[config.mk]
export PLATFORM = sky130hd
export DESIGN_NAME = wb_arbiter_flat
export DESIGN_NICKNAME = d
export VERILOG_FILES = /design/src/rtl/wb_pkg.sv /design/src/rtl/wb_arbiter_if.sv /design/src/rtl/wb_fifo.sv /design/src/rtl/wb_arbiter.sv /design/src/flat_wrapper.sv
export SDC_FILE = /design/constraint.sdc
export NUM_CORES = 1
export LEC_CHECK = 0
export CAP_MARGIN = 20
export CORE_UTILIZATION = 28
export CTS_CLUSTER_SIZE = 30
export DETAILED_ROUTE_END_ITERATION = 8
export PLACE_DENSITY = 0.46
export SYNTH_ARGS = -nofsm -noshare
export SYNTH_HDL_FRONTEND = slang
export SYNTH_SLANG_ARGS = --single-unit
[constraint.sdc]
create_clock -name clk -period 4.1 [get_ports clk]
set_clock_uncertainty 0.2 [all_clocks]
set_input_delay 0.615 -clock clk [delete_from_list [all_inputs] [get_ports clk]]
set_output_delay 0.615 -clock clk [all_outputs]
set_load 0.05 [all_outputs]
[src/rtl/wb_pkg.sv]
// Shared types for the write-back arbiter: register-file widths, the write
// request payload and the per-cycle grant encoding.
package wb_pkg;

   localparam int unsigned XLEN   = 32;
   localparam int unsigned REG_AW = 5;

   typedef struct packed {
      logic [REG_AW-1:0] rd;
      logic [XLEN-1:0]   wd;
   } wb_req_t;

   typedef enum logic [1:0] {
      GNT_NONE,
      GNT_ALU,
      GNT_FIFO,
      GNT_FORCE
   } wb_gnt_e;

endpackage

[src/rtl/wb_arbiter_if.sv]
// Bus bundle between the ALU/LSU result producers, the write-back arbiter and
// the register-file write port.
interface wb_arbiter_if;
   import wb_pkg::*;

   logic              alu_valid;
   logic [REG_AW-1:0] alu_rd;
   logic [XLEN-1:0]   alu_wd;
   logic              alu_stall;
   logic              lsu_valid;
   logic              lsu_ready;
   logic [REG_AW-1:0] lsu_rd;
   logic [XLEN-1:0]   lsu_wd;
   logic              we;
   logic [REG_AW-1:0] rd;
   logic [XLEN-1:0]   wd;

   // Arbiter side
   modport slave (
      input  alu_valid, alu_rd, alu_wd, lsu_valid, lsu_rd, lsu_wd,
      output alu_stall, lsu_ready, we, rd, wd
   );

   // Producer / register-file side
   modport master (
      output alu_valid, alu_rd, alu_wd, lsu_valid, lsu_rd, lsu_wd,
      input  alu_stall, lsu_ready, we, rd, wd
   );

endinterface

[src/rtl/wb_fifo.sv]
// Slow-path result FIFO; exposes per-entry valid/rd so the arbiter can detect
// an ALU write that would overtake a queued write to the same register.
module wb_fifo
   import wb_pkg::*;
#(
   parameter int unsigned DEPTH = 4
) (
   input  logic                         clk,
   input  logic                         reset,
   input  logic                         push,
   input  logic                         pop,
   input  wb_req_t                      din,
   output wb_req_t                      head,
   output logic [$clog2(DEPTH):0]       count,
   output logic [DEPTH-1:0]             ent_valid,
   output logic [DEPTH-1:0][REG_AW-1:0] ent_rd
);

   localparam int unsigned PW = $clog2(DEPTH);

   wb_req_t         mem [DEPTH];
   logic [PW-1:0]   wr_ptr;
   logic [PW-1:0]   rd_ptr;

   always_ff @(posedge clk) begin
      if (push) mem[wr_ptr] <= din;
   end

   // Pointers wrap naturally because DEPTH is a power of two
   always_ff @(posedge clk) begin
      if (reset) begin
         wr_ptr    <= '0;
         rd_ptr    <= '0;
         count     <= '0;
         ent_valid <= '0;
      end else begin
         if (push) begin
            ent_valid[wr_ptr] <= 1'b1;
            wr_ptr            <= wr_ptr + PW'(1);
         end
         if (pop) begin
            ent_valid[rd_ptr] <= 1'b0;
            rd_ptr            <= rd_ptr + PW'(1);
         end
         if (push && !pop)      count <= count + ($bits(count))'(1);
         else if (pop && !push) count <= count - ($bits(count))'(1);
      end
   end

   always_comb begin
      head = mem[rd_ptr];
      for (int i = 0; i < DEPTH; i++) ent_rd[i] = mem[i].rd;
   end

endmodule

[src/rtl/wb_arbiter.sv]
// Write-back arbiter: merges the ALU stream with the FIFO-buffered LSU stream
// onto one registered register-file write port. WB_FWD_EN adds forwarding ports.
module wb_arbiter
   import wb_pkg::*;
#(
   parameter int unsigned DEPTH      = 4,
   parameter int unsigned STARVE_MAX = 8
) (
   input  logic              clk,
   input  logic              reset,
   wb_arbiter_if.slave       bus
`ifdef WB_FWD_EN
   ,
   input  logic [REG_AW-1:0] fwd_rs1,
   input  logic [REG_AW-1:0] fwd_rs2,
   output logic              fwd1_hit,
   output logic              fwd2_hit,
   output logic [XLEN-1:0]   fwd1_data,
   output logic [XLEN-1:0]   fwd2_data
`endif
);

   localparam int unsigned CW = $clog2(DEPTH) + 1;
   localparam int unsigned SW = $clog2(STARVE_MAX + 1);

   wb_req_t                      head;
   logic [CW-1:0]                count;
   logic [DEPTH-1:0]             ent_valid;
   logic [DEPTH-1:0][REG_AW-1:0] ent_rd;
   logic [SW-1:0]                starve_cnt;
   wb_gnt_e                      gnt;
   logic                         alu_eff;
   logic                         rd_hit;
   logic                         fifo_empty;
   logic                         starved;
   logic                         ready;
   logic                         push;
   logic                         pop;
   logic                         we_q;
   logic [REG_AW-1:0]            rd_q;
   logic [XLEN-1:0]              wd_q;

   wb_fifo #(.DEPTH(DEPTH)) u_fifo (
      .clk       (clk),
      .reset     (reset),
      .push      (push),
      .pop       (pop),
      .din       ('{rd: bus.lsu_rd, wd: bus.lsu_wd}),
      .head      (head),
      .count     (count),
      .ent_valid (ent_valid),
      .ent_rd    (ent_rd)
   );

   // Grant selection: a queued same-rd write or a starved head must retire first
   always_comb begin
      gnt        = GNT_NONE;
      alu_eff    = bus.alu_valid && (bus.alu_rd != '0);
      fifo_empty = (count == '0);
      starved    = (starve_cnt == SW'(STARVE_MAX));
      rd_hit     = 1'b0;
      for (int i = 0; i < DEPTH; i++) begin
         if (ent_valid[i] && (ent_rd[i] == bus.alu_rd)) rd_hit = 1'b1;
      end
      if (!reset) begin
         if (!fifo_empty && (starved || (alu_eff && rd_hit))) gnt = GNT_FORCE;
         else if (alu_eff)                                    gnt = GNT_ALU;
         else if (!fifo_empty)                                gnt = GNT_FIFO;
      end
      pop   = (gnt == GNT_FIFO) || (gnt == GNT_FORCE);
      ready = !reset && (count < CW'(DEPTH));
      push  = bus.lsu_valid && ready && (bus.lsu_rd != '0);
   end

   assign bus.lsu_ready = ready;
   assign bus.alu_stall = (gnt == GNT_FORCE);

   always_ff @(posedge clk) begin
      if (reset) begin
         we_q <= 1'b0;
         rd_q <= '0;
         wd_q <= '0;
      end else begin
         unique case (gnt)
            GNT_ALU: begin
               we_q <= 1'b1;
               rd_q <= bus.alu_rd;
               wd_q <= bus.alu_wd;
            end
            GNT_FIFO, GNT_FORCE: begin
               we_q <= 1'b1;
               rd_q <= head.rd;
               wd_q <= head.wd;
            end
            default: we_q <= 1'b0;
         endcase
      end
   end

   // Saturating wait counter for the current FIFO head
   always_ff @(posedge clk) begin
      if (reset || fifo_empty || pop) starve_cnt <= '0;
      else if (!starved)              starve_cnt <= starve_cnt + SW'(1);
   end

   assign bus.we = we_q;
   assign bus.rd = rd_q;
   assign bus.wd = wd_q;

`ifdef WB_FWD_EN
   assign fwd1_hit  = we_q && (rd_q == fwd_rs1) && (fwd_rs1 != '0);
   assign fwd2_hit  = we_q && (rd_q == fwd_rs2) && (fwd_rs2 != '0);
   assign fwd1_data = wd_q;
   assign fwd2_data = wd_q;
`endif

endmodule
[src/flat_wrapper.sv]
// flat-port wrapper written by rule: the top's interface ports become plain ports
module wb_arbiter_flat import wb_pkg::*;
#(
   parameter int unsigned DEPTH      = 4,
   parameter int unsigned STARVE_MAX = 8
)
  (clk, reset, bus_alu_valid, bus_alu_rd, bus_alu_wd, bus_lsu_valid, bus_lsu_rd, bus_lsu_wd, bus_alu_stall, bus_lsu_ready, bus_we, bus_rd, bus_wd);
  wb_arbiter_if bus_i ();
  input  logic clk;
  input  logic reset;
  input wire logic [$bits(bus_i.alu_valid)-1:0] bus_alu_valid;
  input wire logic [$bits(bus_i.alu_rd)-1:0] bus_alu_rd;
  input wire logic [$bits(bus_i.alu_wd)-1:0] bus_alu_wd;
  input wire logic [$bits(bus_i.lsu_valid)-1:0] bus_lsu_valid;
  input wire logic [$bits(bus_i.lsu_rd)-1:0] bus_lsu_rd;
  input wire logic [$bits(bus_i.lsu_wd)-1:0] bus_lsu_wd;
  output wire logic [$bits(bus_i.alu_stall)-1:0] bus_alu_stall;
  output wire logic [$bits(bus_i.lsu_ready)-1:0] bus_lsu_ready;
  output wire logic [$bits(bus_i.we)-1:0] bus_we;
  output wire logic [$bits(bus_i.rd)-1:0] bus_rd;
  output wire logic [$bits(bus_i.wd)-1:0] bus_wd;
  assign bus_i.alu_valid = bus_alu_valid;
  assign bus_i.alu_rd = bus_alu_rd;
  assign bus_i.alu_wd = bus_alu_wd;
  assign bus_i.lsu_valid = bus_lsu_valid;
  assign bus_i.lsu_rd = bus_lsu_rd;
  assign bus_i.lsu_wd = bus_lsu_wd;
  assign bus_alu_stall = bus_i.alu_stall;
  assign bus_lsu_ready = bus_i.lsu_ready;
  assign bus_we = bus_i.we;
  assign bus_rd = bus_i.rd;
  assign bus_wd = bus_i.wd;
  wb_arbiter #(.DEPTH(DEPTH), .STARVE_MAX(STARVE_MAX)) u_core (.clk(clk), .reset(reset), .bus(bus_i));
endmodule
**Yosys cells after proc, flatten, opt, wreduce, memory -nomap -nowiden**

Memories as Yosys holds them, arrays and structs flattened. A register that Yosys moved wholly into a read port is not among the register bits.
Cells that the tools add are included.

- Add/subtract/negate cells: 5
- Magnitude comparators: 5
- Equality and inequality tests: 8
- Multiplexer cells: 24
- Bitwise logic cells: 3
- Reduce and logical (&&, ||, !) cells: 29

Operator list:

| cell | number |
|---|---|
| $pmux 32 s2 | 1 |
| $eq 5x5->1 | 4 |
| $logic_and 1x1->1 | 14 |
| $mux 2 | 6 |
| $mux 4 | 3 |
| $pmux 5 s2 | 1 |
| $reduce_bool 5->1 | 2 |
| $mux 1 | 9 |
| $lt 2x3->1 const B | 2 |
| $mux 3 | 2 |
| $add 2x1->2 const B | 2 |
| $add 4x1->4 const B | 1 |
| $and 4x4->4 | 1 |
| $demux 1 s2 | 2 |
| $eq 2x2->1 const B | 2 |
| $eq 4x4->1 const B | 1 |
| $ge 2x1->1 const B | 2 |
| $logic_not 1->1 | 4 |
| $logic_or 1x1->1 | 4 |
| $not 4->4 | 1 |
| $or 4x4->4 | 1 |
| $reduce_bool 2->1 | 2 |
| $add 3x1->3 const B | 1 |
| $logic_not 3->1 | 1 |
| 5 further kinds | 5 |

- Bits in registers: 53
- Bits in writable memories: 148
- Input bits: 78
- Output and inout port bits: 40
- Word-level logic and storage cells: 83
- Memories: 1

Memories:

| memory | depth | width | read ports | clocked after memory_dff | wr ports | line | text |
|---|---|---|---|---|---|---|---|
| u_core.u_fifo.mem | 4 | 37 | 5 | 1 | 1 | wb_fifo.sv:21 | `wb_req_t mem [DEPTH];` |

**Longest topological paths before layout**

- Depth after elaboration: 16
- Mapped depth: 14
- Depth with buffers taken out: 13

**Hierarchy**

Synthesis repeated with hierarchy kept, for this count alone.

- Cells, all modules: 526
- Area, all modules: 8,881.0 sq um

Modules (own cells, without submodules):

| module | times used | cells each | area an instance (sq um) |
|---|---|---|---|
| wb_fifo | 1 | 273 | 6,150.9 |
| wb_arbiter | 1 | 253 | 2,730.1 |

**Least setup slack after synthesis**

Ideal clock, no wire load.

- Path type: in2out
- From: input port bus_alu_rd[2]
- To: output port bus_alu_stall
- Data arrival time: 3.200 ns
- Required time: 3.285 ns
- Slack: 0.085 ns
- Cell stages on the path: 7
- Buffers on the path: 2
- Cell sequence: buf_2 > or4_4 > o211ai_2 > a21oi_1 > a31oi_4 > buf_6 > nor3b_1

- Word-level cells in the longest chain between the ends: 12
- Elaborated cells between the ends (all ways): 21

Ends and longest elaborated chain:

| what | line | text |
|---|---|---|
| start, declared | flat_wrapper.sv:12 | `input wire logic [$bits(bus_i.alu_rd)-1:0] bus_alu_rd;` |
| $eq 5x5->1 | wb_arbiter.sv:63 | `if (ent_valid[i] && (ent_rd[i] == bus.alu_rd)) rd_hit = 1'b1;` |
| $logic_and 1x1->1 | wb_arbiter.sv:63 |  |
| $mux 1 (4 in series) | wb_arbiter.sv:63 |  |
| $logic_and 1x1->1 | wb_arbiter.sv:66 | `if (!fifo_empty && (starved \|\| (alu_eff && rd_hit))) gnt = GNT_FORCE;` |
| $logic_or 1x1->1 | wb_arbiter.sv:66 |  |
| $logic_and 1x1->1 | wb_arbiter.sv:66 |  |
| $mux 2 (*) | wb_arbiter.sv:66 |  |
| $mux 2 (*) | wb_arbiter.sv:65 | `if (!reset) begin` |
| $eq 2x2->1 (*) | wb_arbiter.sv:76 | `assign bus.alu_stall = (gnt == GNT_FORCE);` |
| end, declared | flat_wrapper.sv:17 | `output wire logic [$bits(bus_i.alu_stall)-1:0] bus_alu_stall;` |

Every way passes the cells marked *; elsewhere a longest branch is shown, timed or not.

**Worst setup path after layout**

- From: input port bus_alu_rd[0]
- To: output port bus_alu_stall

Same word-level chain as after synthesis.

==> metrics <==
status completed; Power Total 6.487 mW; fraction of registers with async set/reset 0%; CTS buffer count 24; YS warnings 0; vias in the first global route 5560; GRT Total Usage 14.37%; crit path capture bus_alu_stall; CP max FO 8; # fillers 2832; unrepaired setup endpoints after global routing no; Vias 5105; Setup TNS Final 0 ns; Setup Fix Bufs, Post-CTS 0; # DRC 0; largest net degree at the start of global routing 38; Worst R2R Path Depth 13; post-synthesis compound-gate area fraction 6.268%; CTS root buf clkbuf_16; post-cts sizing count 0; distinct cell type count after synthesis 42; layout cells sized above 1 19.50%; startpoint types primary input; top_reg_cell synth edfxtp_1; Worst slew margin 33.34%; Synth Area in Adders 1.871%; DPL Wire Length 13710 um; Worst setup EP type output port; Synth Register Bits 203; Chip Height 175.5 um; syn nets 632; PD cells 594.8 mW/mm^2; Die Area 0.03078 mm^2; clock latency on the worst-skew pair 0.51 ns; grt ovf 0; Initial Util 28.42%; CP startpoint bus_alu_rd[0]; CTS sink count 203; detailed router's first-iteration violation count 326; die width 175.5 um; area share of xor/xnor cells in the synthesized design 2.703%; Worst Max-Slew Pin Slew 0.9964 ns; register area share after synthesis 65.83%; Gate Count Post-Synth 542; maxcap violations 0; register area 0.005550 mm^2; RePlAce Congestion 0.7819; CP arrival 2.91 ns; number of I/O pins 118; Post-Synth Simple-Gate Area 5.510%; Leakage 3.604 nW; utilization after layout 36.80%; Post-Route WL 21580 um; r2r setup slk 0.98 ns; final hold violation count 0; post-DR wirelength/cell 20.07 um; post-synthesis mux area share 15.21%; RR Endpoint u_core.u_fifo.count[2]$_SDFFE_PP0P_; RR Startpoint u_core.starve_cnt[0]$_SDFFE_PP0P_; DR pass1 iterations 4; Port Buf Inserts 117; pins over their slew limit 0; Bufs on Longest Clock Path 3; Crit Path Class in -> out; post-route ant nets 0; final setup fails 0; initial antenna violation count 4; Vias/cell 4.749; Period minus WS final 3.729 ns; mean post-synth cell area 15.54 um^2; CP Data Required Time 3.28 ns; number of synthesized flops with an enable pin 148; Post-Syn Area 0.008424 mm^2; Syn-to-layout area delta 29.47%; clock slew at reported path FFs 0.05 ns; CTS tree yes; row count 63; Post-CTS Hold Fix Bufs 0; Final nets 754; Fmax 268.2 MHz; multi-input combinational cell area 0.002681 mm^2; worst hold path type reg -> reg; first-pass GRT wire length 33450 um; period utilization 90.94%; H-tree depth 1; Max IR drop VDD 0.2646 mV; area of the core 0.02964 mm^2; largest family of logic cells by synthesized area multiplexers
-- worst min-delay path by stage --
stage | slack (ns) | endpoint | depth (start not counted) | startpoint
floorplan | 0.29 | u_core.u_fifo.ent_valid[1]$_SDFF_PP0_ | 2 | u_core.u_fifo.ent_valid[1]$_SDFF_PP0_
global placement | 0.33 | u_core.u_fifo.ent_valid[3]$_SDFF_PP0_ | 2 | u_core.u_fifo.ent_valid[3]$_SDFF_PP0_
detailed placement | 0.34 | u_core.u_fifo.ent_valid[3]$_SDFF_PP0_ | 2 | u_core.u_fifo.ent_valid[3]$_SDFF_PP0_
CTS | 0.34 | u_core.u_fifo.ent_valid[3]$_SDFF_PP0_ | 2 | u_core.u_fifo.ent_valid[3]$_SDFF_PP0_
global route | 0.36 | u_core.u_fifo.ent_valid[3]$_SDFF_PP0_ | 2 | u_core.u_fifo.ent_valid[3]$_SDFF_PP0_
finish | 0.35 | u_core.u_fifo.ent_valid[3]$_SDFF_PP0_ | 2 | u_core.u_fifo.ent_valid[3]$_SDFF_PP0_
-- through the flow --
step                      instance area [um^2]  hold WS, ns  setup slack [ns]  cells
after floorplan                           8424       0.2901           0.08536    542
after global placement                   10040       0.3306            0.3959   1027
after detailed placement                 10060       0.3372            0.3353   1028
after CTS                                10900       0.3431            0.3389   1072
after global routing                     10900       0.3555            0.2009   1072
final                                    10910       0.3480            0.3715   1075
-- final cells by class --
cell class	instances	area share, %
Multi-Input combinational cell	293	24.58
Antenna cell	3	0.06883
Tap cell	390	4.474
Timing Repair Buffer	133	12.00
Sequential cell	203	50.89
Inverter	9	0.3097
Clock inverter	15	1.801
Clock buffer	29	5.874
-- per-layer routing --
layer	track usage, %	up-vias	part of all wire (%)
met1	19.29	2552	45
met3	3.853	31	7.1
met5	0	-	0.051
met4	3.478	2	1.8
met2	23.03	178	46
li1	-	2342	-
-- kinds of logic (layout without fill, tap and decap cells) --
family          after synthesis  count (layout)
compound gates               91              91
xor+xnor                     26              26
fa+ha+maj                    12              12
buf+inv                      46             186
flops                       203             203
mux                          77              77
other cells                   0               3
simple gates                 87              87
-- power breakdown --
group	leakage, nW	switching [mW]	total [mW]	internal (mW)
clock network	0.416	0.827	2.25	1.42
registers	1.80	0.231	2.68	2.45
logic	1.39	0.836	1.56	0.724
-- sequential cells by signal, indices dropped and copies added (netlist names), named ones only --
signal                   flops
u_core.bus.rd                5
u_core.u_fifo.wr_ptr         2
u_core.bus.wd               32
u_core.u_fifo.mem          148
u_core.u_fifo.ent_valid      4
u_core.u_fifo.rd_ptr         2
u_core.bus.we                1
u_core.starve_cnt            4
u_core.u_fifo.count          3
-- synthesized netlist by cell type, types with 2 or more instances --
master | n | area, um^2
edfxtp_1 | 148 | 4444
dfxtp_1 | 55 | 1101
a21oi_1 | 40 | 200.2
mux4_2 | 37 | 833.3
nand3_1 | 35 | 175.2
o21ai_0 | 33 | 165.2
mux2_2 | 29 | 326.6
clkbuf_1 | 23 | 86.33
xor2_1 | 19 | 166.4
nor2_1 | 16 | 60.06
ha_1 | 11 | 137.6
inv_1 | 9 | 33.78
mux2_1 | 9 | 101.4
buf_2 | 8 | 40.04
xnor2_1 | 7 | 61.31
a32oi_1 | 6 | 52.55
and2_1 | 6 | 37.54
nor2b_1 | 6 | 37.54
buf_6 | 5 | 56.30
nor3_1 | 5 | 25.02
nor4_1 | 5 | 31.28
a211oi_1 | 4 | 30.03
nand3b_1 | 3 | 22.52
mux2i_1 | 2 | 20.02
nand2_1 | 2 | 7.510
nor3b_1 | 2 | 15.01
or3_1 | 2 | 12.51
-- worst max-delay path, stage by stage --
cell	delay [ns]
clkdlybuf4s50_1	0.64
xor2_1	0.26
nor4_1	0.44
a21oi_1	0.21
a31oi_4	0.23
nor3b_1	0.23
buf_4	0.16
buf_12	0.13
-- placed cells by master (no fill, tap or decap), types with 2 or more instances in the layout --
cell type,Yosys,layout
clkbuf_16,0,25
nand3b_1,3,3
buf_12,0,2
a211oi_1,4,4
bufinv_16,0,5
buf_4,0,15
mux2_1,9,9
xnor2_1,7,7
clkinv_1,0,3
or3_1,2,2
nor3_1,5,5
inv_1,9,9
mux2_2,29,29
nand3_1,35,35
nor4_1,5,5
diode_2,0,3
nor3b_1,2,2
ha_1,11,11
and2_1,6,2
a32oi_1,6,6
xor2_1,19,19
a21oi_1,40,40
clkdlybuf4s50_1,0,115
nor2b_1,6,6
dfxtp_1,55,53
mux4_2,37,37
edfxtp_1,148,148
mux2i_1,2,2
nor2_1,16,15
clkbuf_1,23,4
clkinv_2,0,7
and2_2,0,4
o21ai_0,33,33
Note: power is estimated with default switching activity, not from simulation.
